[src/rtl/config_stream_pkg.sv]
// Shared types and constants for the configuration stream deframer.
package config_stream_pkg;

  typedef enum logic [2:0] {
    HUNT    = 3'd0,
    CMD     = 3'd1,
    LEN     = 3'd2,
    PAYLOAD = 3'd3,
    RESP    = 3'd4
  } state_t;

  localparam logic [7:0]  ACK_DEFAULT         = 8'hA5;
  localparam logic [7:0]  ERR_CMD_DEFAULT     = 8'hE1;
  localparam logic [7:0]  ERR_TIMEOUT_DEFAULT = 8'hE2;
  localparam int          SYNC_BYTES_DEFAULT  = 3;
  localparam logic [23:0] SYNC_DEFAULT        = 24'h00AAFF;

  localparam int CHAN_W = 7;  // channel tag width
  localparam int WCNT_W = 9;  // word counter, holds 1..256

  // Byte-index width inside a word; never narrower than one bit.
  function automatic int idx_width(input int n);
    return ($clog2(n) < 1) ? 1 : $clog2(n);
  endfunction

endpackage

[src/rtl/config_word_packer.sv]
// Byte-to-word assembler (MSB-first) feeding a single-entry valid/ready
// output register.
module config_word_packer
  import config_stream_pkg::*;
#(
  parameter int WORD_BYTES = 4
) (
  input  logic                    clk_i,
  input  logic                    reset_i,
  input  logic [7:0]              byte_i,
  input  logic                    byte_en_i,
  input  logic                    flush_i,
  input  logic [CHAN_W-1:0]       channel_i,
  input  logic                    last_i,
  output logic                    load_o,
  output logic                    stall_o,
  output logic [8*WORD_BYTES-1:0] word_data_o,
  output logic [CHAN_W-1:0]       word_channel_o,
  output logic                    word_last_o,
  output logic                    word_valid_o,
  input  logic                    word_ready_i
);

  localparam int W    = 8 * WORD_BYTES;
  localparam int IDXW = idx_width(WORD_BYTES);

  logic [W-1:0]        r_asm;
  logic [IDXW-1:0]     r_idx;
  logic [W-1:0]        r_data;
  logic [CHAN_W-1:0]   r_chan;
  logic                r_last;
  logic                r_valid;
  logic                w_idx_full;
  logic [W-1:0]        w_asm_next;

  // Shifting left keeps the first byte of the word in the MSBs.
  assign w_asm_next = (r_asm << 8) | W'(byte_i);
  assign w_idx_full = (r_idx == IDXW'(WORD_BYTES - 1));
  assign load_o     = byte_en_i && w_idx_full;
  // Only the word-completing byte must wait for a free output register.
  assign stall_o    = r_valid && !word_ready_i && w_idx_full;

  // Assembler: collects bytes, empties when a word completes or on flush.
  always_ff @(posedge clk_i) begin
    if (reset_i || flush_i) begin
      r_asm <= '0;
      r_idx <= '0;
    end else if (byte_en_i) begin
      if (w_idx_full) begin
        r_asm <= '0;
        r_idx <= '0;
      end else begin
        r_asm <= w_asm_next;
        r_idx <= r_idx + 1'b1;
      end
    end
  end

  // Output register: load wins over consume so back-to-back words stream.
  always_ff @(posedge clk_i) begin
    if (reset_i) begin
      r_data  <= '0;
      r_chan  <= '0;
      r_last  <= 1'b0;
      r_valid <= 1'b0;
    end else if (load_o) begin
      r_data  <= w_asm_next;
      r_chan  <= channel_i;
      r_last  <= last_i;
      r_valid <= 1'b1;
    end else if (word_ready_i) begin
      r_valid <= 1'b0;
    end
  end

  assign word_data_o    = r_data;
  assign word_channel_o = r_chan;
  assign word_last_o    = r_last;
  assign word_valid_o   = r_valid;

endmodule

[src/rtl/config_stream_deframer.sv]
// Sync hunt, command/length decode, payload packing and per-frame status
// for the CDC configuration byte stream.
module config_stream_deframer
  import config_stream_pkg::*;
#(
  parameter int                        WORD_BYTES       = 4,
  parameter int                        SYNC_BYTES       = SYNC_BYTES_DEFAULT,
  parameter logic [8*SYNC_BYTES-1:0]   SYNC_PATTERN     = SYNC_DEFAULT,
  parameter int                        NUM_CHANNELS     = 2,
  parameter int                        TIMEOUT_CYCLES   = 65535,
  parameter logic [7:0]                ACK_CODE         = ACK_DEFAULT,
  parameter logic [7:0]                ERR_CMD_CODE     = ERR_CMD_DEFAULT,
  parameter logic [7:0]                ERR_TIMEOUT_CODE = ERR_TIMEOUT_DEFAULT
) (
  input  logic                    clk_i,
  input  logic                    reset_i,
  input  logic [7:0]              out_data_i,
  input  logic                    out_valid_i,
  output logic                    out_ready_o,
  output logic [7:0]              in_data_o,
  output logic                    in_valid_o,
  input  logic                    in_ready_i,
  output logic [8*WORD_BYTES-1:0] word_data_o,
  output logic [CHAN_W-1:0]       word_channel_o,
  output logic                    word_last_o,
  output logic                    word_valid_o,
  input  logic                    word_ready_i,
  output logic                    config_active_o
);

  localparam int SW = 8 * SYNC_BYTES;

  state_t              r_state, w_state_nxt;
  logic [SW-1:0]       r_sync;
  logic [CHAN_W-1:0]   r_chan;
  logic [WCNT_W-1:0]   r_words;
  logic [7:0]          r_status;
  logic [31:0]         r_tmo;
  logic                r_active;

  logic [SW-1:0]       w_sync_shift;
  logic                w_accept, w_in_frame, w_cmd_ok, w_bp, w_tmo_hit;
  logic                w_pk_load, w_pk_stall, w_last_word;

  assign w_sync_shift = (r_sync << 8) | SW'(out_data_i);
  assign w_cmd_ok     = (out_data_i != 8'd0) && (out_data_i <= 8'(NUM_CHANNELS));
  assign w_in_frame   = (r_state == CMD) || (r_state == LEN) || (r_state == PAYLOAD);
  assign w_bp         = (r_state == PAYLOAD) && w_pk_stall;
  assign w_last_word  = (r_words == WCNT_W'(1));
  assign out_ready_o  = !reset_i && (r_state != RESP) && !w_bp;
  assign w_accept     = out_valid_i && out_ready_o;
  // A byte arriving on the expiry cycle keeps the frame alive.
  assign w_tmo_hit    = (TIMEOUT_CYCLES > 0) && w_in_frame && !w_accept && !w_bp &&
                        (r_tmo == 32'(TIMEOUT_CYCLES - 1));
  assign config_active_o = r_active;

  config_word_packer #(.WORD_BYTES(WORD_BYTES)) u_packer (
    .clk_i          (clk_i),
    .reset_i        (reset_i),
    .byte_i         (out_data_i),
    .byte_en_i      (w_accept && (r_state == PAYLOAD)),
    .flush_i        (w_tmo_hit),
    .channel_i      (r_chan),
    .last_i         (w_last_word),
    .load_o         (w_pk_load),
    .stall_o        (w_pk_stall),
    .word_data_o    (word_data_o),
    .word_channel_o (word_channel_o),
    .word_last_o    (word_last_o),
    .word_valid_o   (word_valid_o),
    .word_ready_i   (word_ready_i)
  );

  // Frame state register.
  always_ff @(posedge clk_i) begin
    if (reset_i) r_state <= HUNT;
    else         r_state <= w_state_nxt;
  end

  // Next-state decode and status-port drive.
  always_comb begin
    w_state_nxt = r_state;
    in_valid_o  = 1'b0;
    in_data_o   = 8'd0;
    case (r_state)
      HUNT:    if (w_accept && (w_sync_shift == SYNC_PATTERN)) w_state_nxt = CMD;
      CMD:     if (w_accept) w_state_nxt = w_cmd_ok ? LEN : RESP;
      LEN:     if (w_accept) w_state_nxt = PAYLOAD;
      PAYLOAD: if (w_pk_load && w_last_word) w_state_nxt = RESP;
      RESP: begin
        in_valid_o = 1'b1;
        in_data_o  = r_status;
        if (in_ready_i) w_state_nxt = HUNT;
      end
      default: w_state_nxt = HUNT;
    endcase
    if (w_tmo_hit) w_state_nxt = RESP;
  end

  // Frame datapath: sync window, channel, word count, status, timeout.
  always_ff @(posedge clk_i) begin
    if (reset_i) begin
      r_sync   <= '0;
      r_chan   <= '0;
      r_words  <= '0;
      r_status <= 8'd0;
      r_tmo    <= '0;
      r_active <= 1'b0;
    end else begin
      case (r_state)
        HUNT: if (w_accept) r_sync <= w_sync_shift;
        CMD: if (w_accept) begin
          if (w_cmd_ok) begin
            r_chan   <= CHAN_W'(out_data_i - 8'd1);
            r_active <= 1'b1;
          end else begin
            r_status <= ERR_CMD_CODE;
          end
        end
        LEN: if (w_accept) r_words <= (out_data_i == 8'd0) ? WCNT_W'(256) : WCNT_W'(out_data_i);
        PAYLOAD: if (w_pk_load) begin
          if (w_last_word) r_status <= ACK_CODE;
          else             r_words  <= r_words - 1'b1;
        end
        RESP: if (in_ready_i) r_sync <= '0;  // fresh window on HUNT entry
        default: ;
      endcase
      if (!w_in_frame || w_accept || w_tmo_hit) r_tmo <= '0;
      else if (!w_bp)                           r_tmo <= r_tmo + 1'b1;
      if (w_tmo_hit) r_status <= ERR_TIMEOUT_CODE;
    end
  end

endmodule

[config.mk]
export PLATFORM = sky130hd
export DESIGN_NAME = config_stream_deframer
export DESIGN_NICKNAME = d
export VERILOG_FILES = /design/src/rtl/config_stream_pkg.sv /design/src/rtl/config_word_packer.sv /design/src/rtl/config_stream_deframer.sv
export SDC_FILE = /design/constraint.sdc
export NUM_CORES = 1
export LEC_CHECK = 0
export ABC_AREA = 1
export BUFFER_PORTS_ARGS = -buffer_cell sky130_fd_sc_hd__buf_2
export CORE_ASPECT_RATIO = 0.6
export CORE_MARGIN = 3
export CORE_UTILIZATION = 50
export DETAILED_ROUTE_END_ITERATION = 12
export HOLD_SLACK_MARGIN = 0.03
export PLACE_DENSITY = 0.69
export SLEW_MARGIN = 30
export SYNTH_ARGS = -nofsm -noshare
export SYNTH_HDL_FRONTEND = slang
export SYNTH_SLANG_ARGS = --single-unit
[constraint.sdc]
create_clock -name clk_i -period 2.7 [get_ports clk_i]
set_input_delay 0.135 -clock clk_i [delete_from_list [all_inputs] [get_ports clk_i]]
set_output_delay 0.135 -clock clk_i [all_outputs]
set_load 0.01 [all_outputs]
==> qor.tcl, run 1 <==
set qor(cp_slowest_cell) {nor2_2}
set qor(critical_path.startpoint_type) {flop}
set qor(nets) 971
set qor(worst_r2r_path_depth) 9
set qor(first_global_vias) 4961
set qor(clock_path_buffers) 2
set qor(crit_path_frequent_cell) {nor2_2}
set qor(cts.repair.resized) 0
set qor(timing.critical_path.buf_inv) 2
set qor(cts_hold_buffers) 1
set qor(max-vdd-ir-drop_v) 0.000409
set qor(drt_pass1_iterations) 5
set qor(p_leak_nw) 3.24
set qor(cts_root_buffer) {clkbuf_16}
set qor(drc_violation_total_after_the_first_tritonroute_iteration) 661
set qor(place_hpwl_um) 11700
set qor(remaining_drc_errors) 0
set qor(clock_skew_ps) 12.2
set qor(crit_arrival_ps) 2710
set qor(synthesis.instances) 896
set qor(critical_path.cell_chain) {nor2_2 > inv_2 > nor2_2 > inv_2 > or2_1 > nand2_2 > nor2_2 > nand3_1 > a21oi_1}
set qor(cts_made_buffers) 17
set qor(viasPerCell) 5.26
set qor(final.min_clock_period_ps) 2370
set qor(critPathMaxFanout) 22
set qor(antennaDiodeCount) 0
set qor(grt_util_all_layers) 0.234
set qor(growth_of_design_area_from_synthesis_to_finish_pct) 15.6
set qor(gp_congestion) 0.943
set qor(io_buffers) 62
set qor(cts_max_level) 4
set qor(worst-slew-pin-transition_ps) 657
set qor(ff2ff_setup_slack_ps) 330
set qor(grt_overflow_total) 0
set qor(hold_critical_path_endpoint) {u_packer.word_valid_o}
set qor(hold_start) {word_ready_i}
set qor(clkTransAtPathRegs_ps) 60
set qor(fin_util) 0.603
set qor(async_reset_ff_frac) 0
set qor(dieWidth_um) 152
set qor(path_delay_family) {simple AND/OR/NAND/NOR gates}
set qor(timing.critical_path.to_type) {flop}
set qor(slew-limit-headroom) 0.561
set qor(timing.fmax_ghz) 0.422
set qor(yosys.cell_types.count) 39
set qor(synth.ff_latch_count) 140
set qor(postSynth.topFlopCell) {dfxtp_1}
set qor(antenna_found_initial) 0
set qor(worstSkewPairLatency_ps) 420
set qor(hp-class) {primary input to flop}
set qor(wirelength_um) 16600
set qor(status) {complete, no violations}
set qor(synth_sequential_area_ratio) 0.437
set qor(design.portCount) 65
set qor(rr_endpoint) {r_sync[13]}
set qor(placementRows) 31
set qor(cts_setup_buffers) 0
set qor(criticalPathCategory) {flop to flop}
set qor(grt_first_pass_wirelength_um) 26900
set qor(r2r-start) {r_state[0]}
set qor(yosys_warnings) 0
set qor(drive_above_1_share) 0.135
set qor(grt_start_max_net_pins) 38
set qor(clock-sinks) 140
set qor(core_area_um2) 12300
set qor(route.vias.total) 5937
set qor(setup_total_negative_slack_ps) 0
set qor(number_of_setup_violations_in_the_final_report) 0
set qor(min_period_over_period) 0.878
set qor(number_of_synthesized_flops_with_an_enable_pin) 0
set qor(crit_required_ps) 3050
set qor(crit_path_max_cell_delay_ps) 570
set qor(final_antenna_net_count) 0
set qor(timing.final.hold_violations) 0
set qor(rsz_0062_raised_after_global_routing) {no}
set qor(hold_path_depth) 4
set qor(initial_core_util) 0.522
set qor(syn_area_per_cell_um2) 7.16
set qor(tritoncts_clock_tree) {built}
set qor(wl_per_cell_um) 14.8
set qor(drv_slew) 0
set qor(die-area_um2) 14300
set qor(synthesis.area_um2) 6420
set qor(fp.dieH_um) 93.8
set qor(max_cap_violations) 0
set qor(power.density_cell_area_nw_per_um2) 775
## worst reg2reg max path, delay by kind of cell, from the launching register on
kind | cells | cell delay (ps)
flops | 1 | 410
buf+inv | 2 | 370
simple gates | 6 | 1370
compound gates | 1 | 160
## cell type report
type	count	area [um^2]
Timing Repair Buffer	73	420
Tap cell	165	206
Multi-Input combinational cell	642	3120
Sequential cell	140	2800
Fill cell	1154	4880
Inverter	76	287
Clock buffer	17	425
Clock inverter	15	154
## cells by family (layout without fill, tap and decap cells)
group / Yosys count / after routing / synth area share
and+or+nand+nor: 451 / 451 / 0.299
buffers and inverters: 115 / 181 / 0.0770
xor gates and xnor gates: 29 / 29 / 0.0396
adders and majority gates: 8 / 8 / 0.0156
DFF: 140 / 140 / 0.437
other: 1 / 2 / 0.000584
AOI/OAI and AO/OA: 152 / 152 / 0.132
## cell usage after synthesis, types with 2 or more instances
cell type | n | area, um^2
nor2_1 | 201 | 754
nand2_1 | 146 | 548
dfxtp_1 | 140 | 2800
inv_1 | 69 | 259
o21ai_0 | 60 | 300
a21oi_1 | 53 | 265
nand3_1 | 44 | 220
a22oi_1 | 24 | 180
nor3_1 | 20 | 100
xor2_1 | 18 | 158
clkbuf_1 | 14 | 52.6
nand4_1 | 14 | 87.6
buf_2 | 13 | 65.1
xnor2_1 | 11 | 96.3
buf_4 | 10 | 75.1
ha_1 | 8 | 100
inv_2 | 6 | 22.5
nor2_2 | 6 | 37.5
a31oi_1 | 4 | 25.0
o31ai_1 | 4 | 30.0
nand2_2 | 3 | 18.8
nor2_4 | 3 | 33.8
nor3b_1 | 3 | 22.5
nor4_1 | 3 | 18.8
or2_2 | 3 | 18.8
o21ai_1 | 2 | 10.0
o22ai_1 | 2 | 12.5
## where the power goes
part | switching [W] | internal [W] | leakage, nW
clock network | 0.000983 | 0.00130 | 0.281
logic | 0.000807 | 0.000359 | 1.83
registers | 0.000104 | 0.00220 | 1.13
total | 0.00189 | 0.00386 | 3.24
## worst max path at each step
| stage | startpoint | to | slack [ps] | cells after the start |
|---|---|---|---|---|
| after CTS | r_state[0] | r_sync[13] | 390 | 9 |
| after floorplan | u_packer.r_idx[0] | u_packer.word_data_o[11] | 800 | 13 |
| after detailed placement | r_state[0] | r_sync[13] | 380 | 9 |
| final | r_state[0] | r_sync[13] | 330 | 9 |
| after global routing | r_state[0] | r_sync[12] | 110 | 9 |
| after global placement | r_state[0] | r_sync[13] | 390 | 9 |
## routing by layer
layer	wire length [um]	track usage
met5	0	0
met2	5870	0.274
met3	1510	0.0617
met1	9140	0.402
met4	127	0.0449
## metrics by stage
step / hold slack (ps) / cells / area, um^2 / setup slack, ps / power, W
after global placement: 457 / 1095 / 6830 / 392 / 0.00349
after global routing: 42.3 / 1128 / 7420 / 115 / 0.00607
after floorplan: 225 / 897 / 6420 / 795 / 0.00322
after detailed placement: 457 / 1095 / 6830 / 385 / 0.00349
after CTS: 36.5 / 1128 / 7420 / 390 / 0.00577
final: 50.5 / 1128 / 7420 / 330 / 0.00575
## layout by cell type (no fill, tap or decap), types with 2 or more instances in the layout
master	instances
a21oi_1	53
a22oi_1	24
a31oi_1	4
buf_12	2
buf_2	62
buf_4	8
clkbuf_16	17
clkinv_2	2
clkinv_4	3
clkinvlp_4	2
conb_1	2
dfxtp_1	140
ha_1	8
inv_1	69
inv_2	6
inv_6	5
inv_8	3
nand2_1	146
nand2_2	3
nand3_1	44
nand4_1	14
nor2_1	201
nor2_2	6
nor2_4	3
nor3_1	20
nor3b_1	3
nor4_1	3
o21ai_0	60
o21ai_1	2
o22ai_1	2
o31ai_1	4
or2_2	3
xnor2_1	11
xor2_1	18
## registers in the layout, summed over array words and instances, names as in the netlist
register                 count
r_chan                       7
config_active_o              1
r_words                      9
u_packer.word_last_o         1
u_packer.r_idx               2
r_tmo                       32
u_packer.word_valid_o        1
u_packer.r_asm              24
r_state                      3
u_packer.word_data_o        32
r_status                     5
r_sync                      16
u_packer.word_channel_o      7
Power figures use the tool's default switching activity.
==> inputs of run 2 (changes only) <==
--- a/config.mk
+++ b/config.mk
@@ -13,6 +13,7 @@
 export DETAILED_ROUTE_END_ITERATION = 12
 export HOLD_SLACK_MARGIN = 0.03
 export PLACE_DENSITY = 0.69
+export REMOVE_ABC_BUFFERS = 1
 export SLEW_MARGIN = 30
 export SYNTH_ARGS = -nofsm -noshare
 export SYNTH_HDL_FRONTEND = slang
==> constraint.sdc (replaced) <==
create_clock -name clk_i -period 3.1 [get_ports clk_i]
set_input_delay 0.155 -clock clk_i [delete_from_list [all_inputs] [get_ports clk_i]]
set_output_delay 0.155 -clock clk_i [all_outputs]
set_load 0.01 [all_outputs]
==> run 2 against run 1 <==
  * Hold slack improved by 14 ps
  * Largest power group unchanged
  * Combinational power decreased by 15%
  * Sequential power decreased by 13%
==> qor.tcl, run 2 (synthesis results as in run 1) <==
set qor(rsz_0062_raised_after_global_routing) {no}
set qor(remaining_drc_errors) 0
set qor(criticalPathCategory) {flop to flop}
set qor(clock_path_buffers) 2
set qor(cts_root_buffer) {clkbuf_16}
set qor(wl_per_cell_um) 14.6
set qor(layout.cells.most_common) {nor2_1}
set qor(dieWidth_um) 152
set qor(slew-limit-headroom) 0.549
set qor(viasPerCell) 5.28
set qor(placementRows) 31
set qor(grt_first_pass_wirelength_um) 26800
set qor(drc_violation_total_after_the_first_tritonroute_iteration) 557
set qor(initial_core_util) 0.522
set qor(number_of_setup_violations_in_the_final_report) 0
set qor(max-vdd-ir-drop_v) 0.000446
set qor(cp_slowest_cell) {nor2_8}
set qor(crit_arrival_ps) 2860
set qor(cts_max_level) 4
set qor(status) {complete, no violations}
set qor(timing.final.hold_violations) 0
set qor(clock-sinks) 140
set qor(place_hpwl_um) 11200
set qor(critPathMaxFanout) 37
set qor(layout.cells.most_common_list) {nor2_1 (201), nand2_1 (146), dfxtp_1 (140)}
set qor(core_area_um2) 12300
set qor(setup_total_negative_slack_ps) 0
set qor(critical_path.cell_chain) {ha_1 > inv_2 > nor2_1 > nand2_1 > nand2_1 > nor2_4 > nand2_4 > nor2_8 > inv_2 > nor2_1 > nor2_1}
set qor(drv_slew) 0
set qor(tritoncts_clock_tree) {built}
set qor(worst-slew-pin-transition_ps) 674
set qor(io_buffers) 62
set qor(drive_above_1_share) 0.131
set qor(antenna_found_initial) 0
set qor(clock_skew_ps) 8.97
set qor(crit_path_end) {u_packer.word_data_o[18]}
set qor(worstSetupPathDepth) 11
set qor(crit_required_ps) 3420
set qor(fp.dieH_um) 93.8
set qor(antennaDiodeCount) 0
set qor(growth_of_design_area_from_synthesis_to_finish_pct) 14.8
set qor(final_antenna_net_count) 0
set qor(fin_util) 0.599
set qor(grt_start_max_net_pins) 38
set qor(grt_util_all_layers) 0.232
set qor(nets) 967
set qor(crit_path_frequent_cell) {nor2_1}
set qor(rr_endpoint) {u_packer.word_data_o[18]}
set qor(route.vias.total) 5935
set qor(r2r-start) {u_packer.r_idx[0]}
set qor(critical_path.startpoint_type) {flop}
set qor(first_global_vias) 5143
set qor(path_delay_family) {simple AND/OR/NAND/NOR gates}
set qor(max_cap_violations) 0
set qor(hp-class) {primary input to flop}
set qor(critical_path.startpoint) {u_packer.r_idx[0]}
set qor(timing.critical_path.to_type) {flop}
set qor(clkTransAtPathRegs_ps) 60
set qor(timing.critical_path.buf_inv) 2
set qor(die-area_um2) 14300
set qor(min_period_over_period) 0.820
set qor(worstSkewPairLatency_ps) 420
set qor(cts.repair.resized) 0
set qor(wirelength_um) 16400
set qor(grt_overflow_total) 0
set qor(design.portCount) 65
set qor(ff2ff_setup_slack_ps) 560
set qor(p_leak_nw) 3.22
set qor(final.min_clock_period_ps) 2540
set qor(timing.fmax_ghz) 0.394
set qor(power.density_cell_area_nw_per_um2) 678
set qor(worst_r2r_path_depth) 11
set qor(cts_made_buffers) 17
set qor(drt_pass1_iterations) 6
set qor(gp_congestion) 0.941
set qor(cts_hold_buffers) 1
set qor(cts_setup_buffers) 0
set qor(crit_path_max_cell_delay_ps) 400
-- run 2: cell types whose count changed in the layout (fill, tap and decap cells not counted) --
cell and delta:
buf_12 -2, buf_4 -2, clkinv_2 +1, clkinvlp_4 -1
inv_6 -1, inv_8 +1
-- run 2: layout make-up --
cell class | count | area [um^2]
Clock inverter | 15 | 154
Inverter | 76 | 287
Timing Repair Buffer | 69 | 365
Sequential cell | 140 | 2800
Fill cell | 1119 | 4930
Clock buffer | 17 | 425
Multi-Input combinational cell | 642 | 3120
Tap cell | 165 | 206
-- run 2: per-stage QoR --
step	setup WS [ps]	std cells	instance area, um^2	power (W)	hold WS [ps]
after floorplan	639	858	6210	0.00276	224
after global placement	641	1091	6780	0.00300	430
after global routing	300	1124	7360	0.00525	72.2
after CTS	537	1124	7360	0.00502	53.8
final	559	1124	7360	0.00500	64.6
after detailed placement	573	1091	6780	0.00301	440
-- run 2: tightest hold or removal path: stages --
cell	delay [ps]
buf_2	140
nand3_1	80
a21oi_1	60
-- run 2: worst min-delay path by stage --
stage | startpoint | to | slack [ps] | depth (start not counted)
2_1_floorplan | reset_i | r_status[1] | 220 | 1
3_5_place_dp | out_data_i[0] | r_chan[0] | 440 | 2
4_1_cts | out_data_i[2] | r_sync[2] | 50 | 3
3_3_place_gp | out_data_i[0] | r_chan[0] | 430 | 2
6_report | out_data_i[2] | r_sync[2] | 60 | 3
5_1_grt | out_data_i[2] | r_sync[2] | 70 | 3
-- run 2: routing by layer --
layer | up-vias | part of all wire | GRT usage
li1 | 3006 | - | -
met1 | 2686 | 0.54 | 0.385
met2 | 223 | 0.36 | 0.278
met3 | 20 | 0.078 | 0.0548
met4 | 0 | 0.013 | 0.0733
met5 | - | 0 | 0
-- run 2: where the power goes --
part / total, W / internal [W] / switching, W
clock network: 0.00200 / 0.00114 / 0.000869
registers: 0.00200 / 0.00191 / 0.0000888
logic: 0.000989 / 0.000290 / 0.000699
total: 0.00500 / 0.00334 / 0.00166
